`config.mk`:
```
export PLATFORM = sky130hd
export DESIGN_NAME = out_port_seg_ctrl_flat
export DESIGN_NICKNAME = d
export VERILOG_FILES = /design/src/rtl/seg_pkg.sv /design/src/rtl/out_port_seg_ctrl_if.sv /design/src/rtl/bin2bcd_seq.sv /design/src/rtl/out_port_seg_ctrl.sv /design/src/flat_wrapper.sv
export SDC_FILE = /design/constraint.sdc
export NUM_CORES = 1
export LEC_CHECK = 0
export CAP_MARGIN = 5
export CORE_AREA = 2 2 129 131
export CTS_BUF_LIST = sky130_fd_sc_hd__clkbuf_4 sky130_fd_sc_hd__clkbuf_8
export DETAILED_ROUTE_END_ITERATION = 8
export DIE_AREA = 0 0 131 133
export PLACE_DENSITY = 0.8
export SLEW_MARGIN = 15
export SYNTH_ARGS = -nofsm -noshare
export SYNTH_HDL_FRONTEND = slang
export SYNTH_SLANG_ARGS = --single-unit
export TNS_END_PERCENT = 30
```
`constraint.sdc`:
```
create_clock -name clk -period 3.6 [get_ports clk]
set_input_delay 0.54 -clock clk [delete_from_list [all_inputs] [get_ports clk]]
set_output_delay 0.54 -clock clk [all_outputs]
set_load 0.1 [all_outputs]
```
`src/rtl/seg_pkg.sv`:
```
// rtl/seg_pkg.sv - shared FSM encodings, glyph constants and widths for the output-port display
package seg_pkg;

  typedef enum logic [1:0] {
    ST_IDLE   = 2'd0,
    ST_CONV   = 2'd1,
    ST_COMMIT = 2'd2
  } state_t;

  // 32 input bits -> 5-bit step counter
  localparam int BIT_CNT_W = 5;

  // Active-low glyphs, bit order {g,f,e,d,c,b,a}
  localparam logic [6:0] GLYPH_0     = 7'b1000000;
  localparam logic [6:0] GLYPH_1     = 7'b1111001;
  localparam logic [6:0] GLYPH_2     = 7'b0100100;
  localparam logic [6:0] GLYPH_3     = 7'b0110000;
  localparam logic [6:0] GLYPH_4     = 7'b0011001;
  localparam logic [6:0] GLYPH_5     = 7'b0010010;
  localparam logic [6:0] GLYPH_6     = 7'b0000010;
  localparam logic [6:0] GLYPH_7     = 7'b1111000;
  localparam logic [6:0] GLYPH_8     = 7'b0000000;
  localparam logic [6:0] GLYPH_9     = 7'b0010000;
  localparam logic [6:0] GLYPH_DASH  = 7'b0111111;
  localparam logic [6:0] GLYPH_BLANK = 7'b1111111;

  function automatic logic [6:0] digit_glyph(input logic [3:0] nib);
    case (nib)
      4'd0:    digit_glyph = GLYPH_0;
      4'd1:    digit_glyph = GLYPH_1;
      4'd2:    digit_glyph = GLYPH_2;
      4'd3:    digit_glyph = GLYPH_3;
      4'd4:    digit_glyph = GLYPH_4;
      4'd5:    digit_glyph = GLYPH_5;
      4'd6:    digit_glyph = GLYPH_6;
      4'd7:    digit_glyph = GLYPH_7;
      4'd8:    digit_glyph = GLYPH_8;
      4'd9:    digit_glyph = GLYPH_9;
      default: digit_glyph = GLYPH_BLANK;
    endcase
  endfunction

endpackage

```
`src/rtl/out_port_seg_ctrl_if.sv`:
```
// rtl/out_port_seg_ctrl_if.sv - load handshake and display pins of the output-port display controller
interface out_port_seg_ctrl_if #(parameter int DIGITS = 8);
  logic [31:0]         data_in;
  logic                data_valid;
  logic                busy;
  logic                overflow;
  logic [4*DIGITS-1:0] bcd_out;
  logic [6:0]          seg_out;
  logic [DIGITS-1:0]   digit_sel;

  modport master (
    output data_in, data_valid,
    input  busy, overflow, bcd_out, seg_out, digit_sel
  );

  modport slave (
    input  data_in, data_valid,
    output busy, overflow, bcd_out, seg_out, digit_sel
  );
endinterface

```
`src/rtl/bin2bcd_seq.sv`:
```
// rtl/bin2bcd_seq.sv - sequential double-dabble, one shift/add-3 step per clock
module bin2bcd_seq
  import seg_pkg::*;
#(
  parameter int DIGITS = 8
) (
  input  logic                clk,
  input  logic                resetn,
  input  logic                start,
  input  logic [31:0]         din,
  output logic                done,
  output logic [4*DIGITS-1:0] bcd,
  output logic                ovf
);
  localparam int BW = 4 * DIGITS;

  logic [31:0]          sh;
  logic [BIT_CNT_W-1:0] cnt;
  logic                 active;
  logic [BW-1:0]        adj;

  always_comb begin
    adj = bcd;
    for (int i = 0; i < DIGITS; i++) begin
      if (bcd[4*i +: 4] >= 4'd5) adj[4*i +: 4] = bcd[4*i +: 4] + 4'd3;
    end
  end

  // done is registered so the caller sees it one cycle after the final step
  always_ff @(posedge clk or negedge resetn) begin
    if (!resetn) begin
      sh     <= '0;
      bcd    <= '0;
      ovf    <= 1'b0;
      cnt    <= '0;
      active <= 1'b0;
      done   <= 1'b0;
    end else begin
      done <= 1'b0;
      if (start) begin
        sh     <= din;
        bcd    <= '0;
        ovf    <= 1'b0;
        cnt    <= '0;
        active <= 1'b1;
      end else if (active) begin
        bcd <= {adj[BW-2:0], sh[31]};
        sh  <= {sh[30:0], 1'b0};
        if (adj[BW-1]) ovf <= 1'b1;
        if (cnt == {BIT_CNT_W{1'b1}}) begin
          active <= 1'b0;
          done   <= 1'b1;
        end else begin
          cnt <= cnt + 1'b1;
        end
      end
    end
  end
endmodule

```
`src/rtl/out_port_seg_ctrl.sv`:
```
// rtl/out_port_seg_ctrl.sv - CPU output-port display: load FSM, pending slot, BCD commit and digit scanner
module out_port_seg_ctrl
  import seg_pkg::*;
#(
  parameter int DIGITS   = 8,
  parameter int SCAN_DIV = 50000,
  parameter int BLANK_LZ = 1
) (
  input  logic              clk,
  input  logic              resetn,
  out_port_seg_ctrl_if.slave bus
);
  localparam int BW     = 4 * DIGITS;
  localparam int SCAN_W = (SCAN_DIV > 1) ? $clog2(SCAN_DIV) : 1;
  localparam int IDX_W  = (DIGITS > 1) ? $clog2(DIGITS) : 1;

  state_t        state, state_nxt;
  logic          start, commit;
  logic [31:0]   load_val;
  logic          conv_done, conv_ovf;
  logic [BW-1:0] conv_bcd;
  logic          pending;
  logic [31:0]   pend_data;
  logic [BW-1:0] bcd_q;
  logic          ovf_q;

  bin2bcd_seq #(.DIGITS(DIGITS)) u_conv (
    .clk    (clk),
    .resetn (resetn),
    .start  (start),
    .din    (load_val),
    .done   (conv_done),
    .bcd    (conv_bcd),
    .ovf    (conv_ovf)
  );

  always_ff @(posedge clk or negedge resetn) begin
    if (!resetn) state <= ST_IDLE;
    else         state <= state_nxt;
  end

  // A load arriving during COMMIT is the newest writer, so it goes straight in
  always_comb begin
    state_nxt = state;
    start     = 1'b0;
    commit    = 1'b0;
    load_val  = bus.data_in;
    case (state)
      ST_IDLE: begin
        if (bus.data_valid) begin
          start     = 1'b1;
          state_nxt = ST_CONV;
        end
      end
      ST_CONV: begin
        if (conv_done) state_nxt = ST_COMMIT;
      end
      ST_COMMIT: begin
        commit = 1'b1;
        if (bus.data_valid || pending) begin
          start     = 1'b1;
          load_val  = bus.data_valid ? bus.data_in : pend_data;
          state_nxt = ST_CONV;
        end else begin
          state_nxt = ST_IDLE;
        end
      end
      default: state_nxt = ST_IDLE;
    endcase
  end

  always_ff @(posedge clk or negedge resetn) begin
    if (!resetn) begin
      pending   <= 1'b0;
      pend_data <= '0;
      bcd_q     <= '0;
      ovf_q     <= 1'b0;
    end else begin
      if (state == ST_CONV && bus.data_valid) begin
        pending   <= 1'b1;
        pend_data <= bus.data_in;
      end else if (state == ST_COMMIT) begin
        pending <= 1'b0;
      end
      if (commit) begin
        bcd_q <= conv_bcd;
        ovf_q <= conv_ovf;
      end
    end
  end

  assign bus.busy     = (state != ST_IDLE) | pending;
  assign bus.bcd_out  = bcd_q;
  assign bus.overflow = ovf_q;

  logic [SCAN_W-1:0] scan_cnt;
  logic [IDX_W-1:0]  digit_idx;
  logic [BW-1:0]     upper;
  logic              blank;
  logic [6:0]        glyph;
  logic [6:0]        seg_q;
  logic [DIGITS-1:0] sel_q;

  // upper holds the selected nibble and everything above it
  always_comb begin
    upper = bcd_q >> {digit_idx, 2'b00};
    blank = (BLANK_LZ != 0) && (digit_idx != '0) && (upper == '0);
    if (ovf_q)      glyph = GLYPH_DASH;
    else if (blank) glyph = GLYPH_BLANK;
    else            glyph = digit_glyph(upper[3:0]);
  end

  always_ff @(posedge clk or negedge resetn) begin
    if (!resetn) begin
      scan_cnt  <= '0;
      digit_idx <= '0;
      seg_q     <= GLYPH_BLANK;
      sel_q     <= '1;
    end else begin
      if (scan_cnt == SCAN_W'(SCAN_DIV - 1)) begin
        scan_cnt  <= '0;
        digit_idx <= (digit_idx == IDX_W'(DIGITS - 1)) ? '0 : digit_idx + 1'b1;
      end else begin
        scan_cnt <= scan_cnt + 1'b1;
      end
      seg_q <= glyph;
      sel_q <= ~(DIGITS'(1) << digit_idx);
    end
  end

  assign bus.seg_out   = seg_q;
  assign bus.digit_sel = sel_q;
endmodule

```
`src/flat_wrapper.sv`:
```
// flat-port wrapper written by rule: the top's interface ports become plain ports
module out_port_seg_ctrl_flat import seg_pkg::*;
#(
  parameter int DIGITS   = 8,
  parameter int SCAN_DIV = 50000,
  parameter int BLANK_LZ = 1
)
  (clk, resetn, bus_data_in, bus_data_valid, bus_busy, bus_overflow, bus_bcd_out, bus_seg_out, bus_digit_sel);
  out_port_seg_ctrl_if #(.DIGITS(DIGITS)) bus_i ();
  input  logic clk;
  input  logic resetn;
  input wire logic [$bits(bus_i.data_in)-1:0] bus_data_in;
  input wire logic [$bits(bus_i.data_valid)-1:0] bus_data_valid;
  output wire logic [$bits(bus_i.busy)-1:0] bus_busy;
  output wire logic [$bits(bus_i.overflow)-1:0] bus_overflow;
  output wire logic [$bits(bus_i.bcd_out)-1:0] bus_bcd_out;
  output wire logic [$bits(bus_i.seg_out)-1:0] bus_seg_out;
  output wire logic [$bits(bus_i.digit_sel)-1:0] bus_digit_sel;
  assign bus_i.data_in = bus_data_in;
  assign bus_i.data_valid = bus_data_valid;
  assign bus_busy = bus_i.busy;
  assign bus_overflow = bus_i.overflow;
  assign bus_bcd_out = bus_i.bcd_out;
  assign bus_seg_out = bus_i.seg_out;
  assign bus_digit_sel = bus_i.digit_sel;
  out_port_seg_ctrl #(.DIGITS(DIGITS), .SCAN_DIV(SCAN_DIV), .BLANK_LZ(BLANK_LZ)) u_core (.clk(clk), .resetn(resetn), .bus(bus_i));
endmodule
```
==> run summary, run 1 <==
Status: completed
Starting density of the core: 53.2%
Share of layout cells above drive strength 1: 17.5%
Avg WL per Cell: 16.1 um
CTS Sinks: 174
Vias per cell: 5.65
Crit end category: flop
Clock latency on the worst-skew pair: 0.46 ns
Asr flop ratio synth: 100%
CTS Root Cell: clkbuf_8
Final #Nets: 908
Critical Path AT: 3.26 ns
Vias: 6,077
Synth cell types: 50
Slowest cell on the critical path: mux4_1
Fmax: 348 MHz
Antenna Nets Post-Route: 0
Crit path cell chain: mux4_1, mux2_2, inv_1, ha_1, o31ai_1, a31oi_1, o211ai_1, o211ai_2, o21bai_1
First drt pass iteration count: 4
CTS tree: done
Synth Area per Inst: 11.2 um2
CTS buffer count: 17
Initial DRC Count: 385
Synth-to-layout area growth: 16.8%
Die Y: 133 um
GP Congestion: 0.885
Initial antenna violation count: 0
WP data required: 3.98 ns
Grt total ovfl: 0
Max Root-Sink Buffers: 2
Yosys reg bits: 174
Critical path peak fanout: 9
Crit Path Category: reg2reg
Cells after synthesis: 769
Clock Skew: 0.0165 ns
Post-CTS Setup Repair Bufs: 0
Core Region: 16,200 um2
Final TNS setup: 0 ns
Peak supply drop: 0.000350 V
Worst-path clk slew: 0.10 ns
Hold Buf Count CTS: 0
Unrepaired setup endpoints after global routing: no
DP HPWL: 11,600 um
Post_cts resized: 0
Ports: 84
Ant diodes: 0
Mapped Nets: 834
Final Routed Wirelength: 17,300 um
Worst-Margin Slew: 1.03 ns
H-tree depth: 4
Fin crit period: 2.87 ns
Die X: 131 um
HP Class: in2async
Normalized max-slew margin: 31.1%
CP peak stage delay: 0.60 ns
Period utilisation layout: 79.8%
Global-route wire length before repair: 29,300 um
Overall global routing resource usage: 21.0%
Final core utilization: 62.1%
DRC viols: 0
Vias in the first global route: 6,017
Number of flops mapped to enable cells by yosys: 0
PwrDens: 701 nW/um2
Pleak: 0.00465 uW
Buffers on Ports: 83
Fraction of the yosys area taken by sequential cells: 50.8%
Top_reg_cell synth: dfrtp_1
Die area: 17,400 um2
Power Total: 7040 uW
CP startpoint kind: flop
Fin. Hold Viols: 0
Row count: 47
MaxCap Viol Count: 0
Max Slew Vio Count: 0
Largest net degree at the start of global routing: 82
Syn. warnings: 0
Cell Area, Synth: 8600 um2
# setup viols final: 0
-- per-layer routing --
| layer | vias to the layer above | GRT usage (%) | share of wire [%] |
|---|---|---|---|
| li1 | 2899 | - | - |
| met1 | 3041 | 28.4 | 45 |
| met2 | 122 | 34.5 | 50 |
| met3 | 15 | 5.18 | 4.9 |
| met4 | 0 | 4.49 | 0.87 |
| met5 | - | 0 | 0 |
-- stage by stage --
step | instances | hold WS (ns) | instance area, um2 | setup WS (ns)
detailed placement | 1044 | 0.461 | 9670 | 0.779
global route | 1076 | 0.141 | 10000 | 0.496
floorplan | 769 | 0.244 | 8600 | 0.817
CTS | 1076 | 0.118 | 10000 | 0.717
global placement | 1044 | 0.442 | 9670 | 0.887
finish | 1076 | 0.128 | 10000 | 0.726
-- worst max-delay path: cells and delay by family, from the launching register on --
kind	cells	cell delay, ns
buffers and inverters	1	0.17
AOI/OAI and AO/OA	5	0.94
muxes	2	0.91
DFF	1	0.58
adders and majority gates	1	0.21
-- cells in the mapped netlist, types with 6 or more instances --
| library cell | number | area, um2 |
|---|---|---|
| a211oi_1 | 9 | 67.6 |
| a21oi_1 | 39 | 195 |
| buf_1 | 7 | 26.3 |
| clkbuf_1 | 28 | 105 |
| dfrtp_1 | 159 | 3980 |
| dfstp_2 | 15 | 394 |
| ha_1 | 30 | 375 |
| inv_1 | 25 | 93.8 |
| mux2_2 | 70 | 788 |
| mux2i_1 | 52 | 521 |
| nand2_1 | 33 | 124 |
| nand2b_1 | 10 | 62.6 |
| nand3_1 | 25 | 125 |
| nor2_1 | 61 | 229 |
| nor2b_1 | 7 | 43.8 |
| nor3_1 | 16 | 80.1 |
| o21ai_0 | 64 | 320 |
| o221ai_1 | 28 | 245 |
| or2_2 | 6 | 37.5 |
| xnor2_1 | 13 | 114 |
| xor2_1 | 17 | 149 |
-- power breakdown --
group          internal [uW]  switching (uW)  total, uW
clock                    510             793       1300
combinational           1130            1620       2750
sequential              2520             471       2990
total                   4150            2880       7040
-- cells in the final DEF (no fill, tap or decap), drive strengths merged, types with 3 or more instances in the layout --
cell           instances
dfrtp                159
clkdlybuf4s50         82
mux2                  70
o21ai                 64
nor2                  61
mux2i                 52
a21oi                 39
inv                   36
nand2                 33
ha                    30
o221ai                30
nand3                 25
xor2                  17
clkbuf                17
nor3                  16
dfstp                 15
xnor2                 13
buf                   13
nand2b                10
a211oi                 9
nor2b                  7
or2                    6
mux4                   6
clkinv                 5
nand4                  4
and3                   4
nor4                   4
o21bai                 4
nor3b                  4
o211ai                 3
-- cell families after synthesis --
| logic type | after synthesis | synth area share [%] |
|---|---|---|
| fa+ha+maj | 30 | 4.36 |
| simple gates | 179 | 9.89 |
| xor+xnor | 30 | 3.05 |
| flops | 174 | 50.8 |
| buf+inv | 68 | 3.20 |
| compound gates | 160 | 11.7 |
| mux | 128 | 17.0 |
-- final cells by class --
cell class / instances / area (um2)
multi-input cells: 527 / 3960
repair buffers: 95 / 947
flip-flops and latches: 174 / 4370
clock buffers: 17 / 234
well taps: 220 / 275
inverters: 28 / 110
clock inverters: 15 / 143
fillers: 1294 / 6130
-- worst paths after layout --
kind / startpoint / endpoint / slack, ns / cells after the start
max: u_core.digit_idx[0] / u_core.bus.seg_out[1] / 0.73 / 9
min: resetn / u_core.u_conv.bcd[10] / 0.13 / 1
max reg2reg: u_core.digit_idx[0] / u_core.bus.seg_out[1] / 0.73 / 9
min reg2reg: u_core.u_conv.done / u_core.state[0] / 0.48 / 1
max in group asynchronous: resetn / u_core.pend_data[19] / 2.56 / 2
min in group clk: u_core.u_conv.done / u_core.state[0] / 0.48 / 1
-- state kept, by name, indices dropped and copies added (netlist names) --
register and count:
u_core.bus.bcd_out 32, u_core.pend_data 32, u_core.u_conv.bcd 32, u_core.u_conv.sh 32
u_core.scan_cnt 16, u_core.bus.digit_sel 8, u_core.bus.seg_out 7, u_core.u_conv.cnt 5
u_core.digit_idx 3, u_core.state 2, u_core.bus.overflow 1, u_core.pending 1
u_core.u_conv.active 1, u_core.u_conv.done 1, u_core.u_conv.ovf 1
(Power assumes the default switching activity.)
==> run 2, diff against run 1 <==
==> constraint.sdc (replaced) <==
create_clock -name clk -period 2.8 [get_ports clk]
set_input_delay 0.42 -clock clk [delete_from_list [all_inputs] [get_ports clk]]
set_output_delay 0.42 -clock clk [all_outputs]
set_load 0.1 [all_outputs]
==> run summary, run 2 (synthesized netlist as in run 1, its figures left out) <==
Avg WL per Cell: 16.2 um
Global-route wire length before repair: 29,200 um
Period utilisation layout: 93.4%
Synth-to-layout area growth: 16.5%
Post-CTS Setup Repair Bufs: 0
Hold EP: u_core.state[0]
Die Y: 133 um
Normalized max-slew margin: 60.1%
Peak supply drop: 0.000440 V
Most common cell after layout, fill and taps aside: dfrtp_1
Initial antenna violation count: 0
Fmax: 382 MHz
Final Routed Wirelength: 17,600 um
Power Total: 9040 uW
Crit path from: u_core.digit_idx[0]
Final TNS setup: 0 ns
Worst-Margin Slew: 0.594 ns
Critical Path AT: 3.00 ns
CTS buffer count: 17
Grt total ovfl: 0
Critical path peak fanout: 5
# setup viols final: 0
Hold WS: 0.459 ns
PwrDens: 902 nW/um2
MaxCap Viol Count: 0
Worst Min Path Start: u_core.u_conv.done
DRC viols: 0
Starting density of the core: 53.2%
R2R cell count: 9
Commonest non-fill, non-tap cells in the layout: dfrtp_1 (158), buf_4 (71), mux2_2 (70), o21ai_0 (64), nor2_1 (60)
GP Congestion: 0.912
H-tree depth: 4
Clock latency on the worst-skew pair: 0.46 ns
Share of layout cells above drive strength 1: 24.3%
Die area: 17,400 um2
Initial DRC Count: 376
Fin. Hold Viols: 0
CP startpoint kind: flop
Buffers on Ports: 83
Max Root-Sink Buffers: 2
Worst-path clk slew: 0.09 ns
Core Region: 16,200 um2
Vias per cell: 5.65
Antenna Nets Post-Route: 0
Ports: 84
Die X: 131 um
Unrepaired setup endpoints after global routing: no
WP data required: 3.18 ns
First drt pass iteration count: 5
Internal reg-to-reg setup slack: 0.18 ns
Hold Buf Count CTS: 1
Worst R2R End: u_core.bus.seg_out[3]
Ant diodes: 0
DP HPWL: 12,400 um
Row count: 47
Vias in the first global route: 6,000
Max Slew Vio Count: 0
CTS Sinks: 174
Final #Nets: 921
Overall global routing resource usage: 21.1%
Pleak: 0.00480 uW
Clock Skew: 0.0131 ns
Reg2reg start: u_core.digit_idx[0]
Crit Path Category: reg2reg
CTS Root Cell: clkbuf_8
Post_cts resized: 0
HP Class: reg2reg
Status: completed
Hold Path Depth: 1
Fin crit period: 2.62 ns
Crit end category: flop
Final core utilization: 61.9%
CTS tree: done
Vias: 6,154
Largest net degree at the start of global routing: 65
run 2: cell types whose count changed in the layout (fill, tap and decap cells not counted):
| cell | previous run | this run |
|---|---|---|
| clkdlybuf4s50_1 | 82 | 33 |
| clkinvlp_4 | 2 | 1 |
| clkinv_2 | 1 | 2 |
| clkinv_8 | 2 | 1 |
| clkinv_4 | 1 | 2 |
| inv_6 | 9 | 8 |
| clkbuf_8 | 17 | 18 |
| dlygate4sd3_1 | 0 | 1 |
| buf_4 | 10 | 71 |
run 2: power by group:
part	leakage [uW]	internal [uW]	switching [uW]
sequential	0.00219	3240	621
clock	0.000190	670	974
combinational	0.00242	1440	2100
total	0.00480	5350	3690
run 2: how the worst max path moves through the flow:
stage                                  endpoint  slack [ns]  depth (start not counted)
final                     u_core.bus.seg_out[3]        0.18                          9
after global routing      u_core.bus.seg_out[3]        0.05                          9
after CTS                 u_core.bus.seg_out[3]        0.21                          9
after detailed placement  u_core.bus.seg_out[3]        0.23                          9
after global placement    u_core.bus.seg_out[1]        0.30                          9
after floorplan           u_core.bus.seg_out[0]        0.02                          9
run 2: final cells by class:
class | count | area, um2
Sequential cell | 174 | 4370
Inverter | 28 | 110
Timing Repair Buffer | 108 | 925
Tap cell | 220 | 275
Fill cell | 1307 | 6150
Clock buffer | 18 | 248
Multi-Input combinational cell | 527 | 3960
Clock inverter | 14 | 124
run 2: through the flow:
stage                     instances  instance area, um2  worst slack (ns)
final                          1089               10000             0.183
after global placement         1056                9640             0.297
after floorplan                 769                8600            0.0168
after global routing           1089               10000            0.0504
after CTS                      1089               10000             0.212
after detailed placement       1056                9640             0.232
run 2: critical path, cell delays in order (launching register included):
cell      delay [ns]
dfrtp_1         0.49
mux4_1          0.61
mux2_2          0.31
inv_1           0.08
ha_1            0.16
o31ai_1         0.07
a31oi_1         0.24
o211ai_1        0.17
o211ai_2        0.26
o21bai_1        0.15
run 2: metal layers:
metal  global-route usage, %  vias to the layer above  wire length [um]
met4                    5.14                        0               188
met2                    33.9                      168              8490
met3                    5.98                       15              1020
met1                    28.4                     3031              7930
li1                        -                     2940                 -
met5                       0                        -                 0
==> run 3, diff against run 2 <==
--- a/config.mk
+++ b/config.mk
@@ -6,11 +6,11 @@
 export NUM_CORES = 1
 export LEC_CHECK = 0
 export CAP_MARGIN = 5
-export CORE_AREA = 2 2 129 131
+export CORE_AREA = 2 2 189 191
 export CTS_BUF_LIST = sky130_fd_sc_hd__clkbuf_4 sky130_fd_sc_hd__clkbuf_8
 export DETAILED_ROUTE_END_ITERATION = 8
-export DIE_AREA = 0 0 131 133
-export PLACE_DENSITY = 0.8
+export DIE_AREA = 0 0 191 193
+export PLACE_DENSITY = 0.45
 export SLEW_MARGIN = 15
 export SYNTH_ARGS = -nofsm -noshare
 export SYNTH_HDL_FRONTEND = slang
==> run summary, run 3 (synthesized netlist as in run 1, its figures left out) <==
CTS Root Cell: clkbuf_8
Slowest cell on the critical path: mux4_1
Peak supply drop: 0.000410 V
Pleak: 0.00485 uW
Die area: 36,900 um2
Core Region: 35,000 um2
Met3 WL post-DR: 1030 um
Met2 wire length: 9560 um
CP peak stage delay: 0.56 ns
DP HPWL: 13,900 um
Setup ws final: 0.223 ns
CP startpoint kind: flop
Overall global routing resource usage: 11.8%
Fin. Hold Viols: 0
Period utilisation layout: 92.0%
Largest net degree at the start of global routing: 71
DRC viols: 0
Place WS: 0.150 ns
PwrDens: 903 nW/um2
Critical Path AT: 2.97 ns
Share of layout cells above drive strength 1: 24.2%
WP data required: 3.19 ns
Layout fillers: 3,657
MaxCap Viol Count: 0
Synth-to-layout area growth: 21.4%
First drt pass iteration count: 4
DRT met1 WL: 9850 um
Final TNS setup: 0 ns
Vias per cell: 4.50
Unrepaired setup endpoints after global routing: no
H-tree depth: 4
Ant diodes: 0
HP Class: reg2reg
Normalized max-slew margin: 58.3%
Clock Skew: 0.0142 ns
Vias in the first global route: 6,110
CTS Sinks: 174
Global-route wire length before repair: 33,800 um
Worst-Margin Slew: 0.620 ns
Status: completed
Clock latency on the worst-skew pair: 0.47 ns
Die Y: 193 um
Buffers on Ports: 83
CTS tree: done
Grt total ovfl: 0
Top sig layer: met4
Row count: 69
Crit path cell chain: buf_4, mux4_1, mux2i_1, ha_1, o31ai_1, a31oi_1, o211ai_1, o211ai_2, o21bai_1
Fin crit period: 2.58 ns
Max Slew Vio Count: 0
Initial DRC Count: 280
Die X: 191 um
Most common cell after layout, fill and taps aside: dfrtp_1
Initial antenna violation count: 0
Ports: 84
Final Routed Wirelength: 20,700 um
Antenna Nets Post-Route: 0
Max Root-Sink Buffers: 2
Fmax: 388 MHz
CTS buffer count: 17
Starting density of the core: 24.6%
Avg WL per Cell: 15.6 um
# setup viols final: 0
Critical path peak fanout: 8
Commonest non-fill, non-tap cells in the layout: dfrtp_1 (157), mux2_2 (70), buf_4 (65), o21ai_0 (64), nor2_1 (60)
GP Congestion: 0.803
Crit end category: flop
Crit Path Category: reg2reg
Worst-path clk slew: 0.09 ns
Final #Nets: 919
Vias: 5,972
-- run 3: cell types whose count changed in the layout (fill, tap and decap cells not counted), moves of 4 or more --
cell,change
inv_6,-7
buf_4,-6
buf_12,+4
bufinv_16,+4
clkbuf_4,+4
-- run 3: worst max-delay path, delay by kind of cell (launching register included) --
kind / cells / cell delay [ns]
multiplexers: 2 / 0.78
AO/OA/AOI/OAI: 5 / 0.89
flip-flops: 1 / 0.44
adder cells (fa/ha/maj): 1 / 0.20
buffers and inverters: 1 / 0.20
-- run 3: metrics by stage --
step	area (um2)	power [uW]	util, %	std cells	hold slack [ns]
final	10400	9430	29.9	1328	0.475
after global routing	10400	10200	29.9	1328	0.478
after CTS	10400	9590	29.9	1328	0.446
after detailed placement	9980	7520	28.5	1295	0.422
after global placement	9980	7470	28.5	1295	0.421
after floorplan	8600	6550	-	769	0.124
-- run 3: routing by layer --
layer	vias to the layer above	track usage, %
li1	2931	-
met1	2937	15.4
met2	89	18.7
met3	15	3.67
met4	0	3.25
met5	-	0
-- run 3: layout make-up --
cell class | count | area, um2 | share of cell area, %
clock buffer | 23 | 292 | 2.79
clock inverter | 9 | 159 | 1.52
inverter | 28 | 110 | 1.05
multi-input combinational | 527 | 3970 | 38.0
sequential | 174 | 4380 | 41.9
tap | 461 | 577 | 5.52
timing repair buffer | 106 | 960 | 9.19
-- run 3: where the power goes --
| group | switching (uW) | internal [uW] |
|---|---|---|
| logic | 2060 | 1460 |
| registers | 664 | 3240 |
| clock network | 953 | 1060 |
| total | 3670 | 5760 |
-- run 3: repair_timing --
| action | in CTS | in global routing |
|---|---|---|
| hold endpoints to repair | 42 | 0 |
| setup buffers | 0 | 0 |
| hold buffers | 1 | 0 |
| gates resized for setup | 0 | 1 |
| endpoints found under the setup margin | 0 | 5 |
-- run 3: path summary, 6_finish.rpt --
path	start	endpoint	slack [ns]	cells after the start
max in group asynchronous	resetn	u_core.bus.digit_sel[7]	1.63	3
min in group asynchronous	resetn	u_core.bus.bcd_out[8]	0.48	2
worst max register to register	u_core.digit_idx[0]	u_core.bus.seg_out[1]	0.22	9
worst min-delay path	u_core.u_conv.done	u_core.state[0]	0.47	1
worst min register to register	u_core.u_conv.done	u_core.state[0]	0.47	1
worst max-delay path	u_core.digit_idx[0]	u_core.bus.seg_out[1]	0.22	9
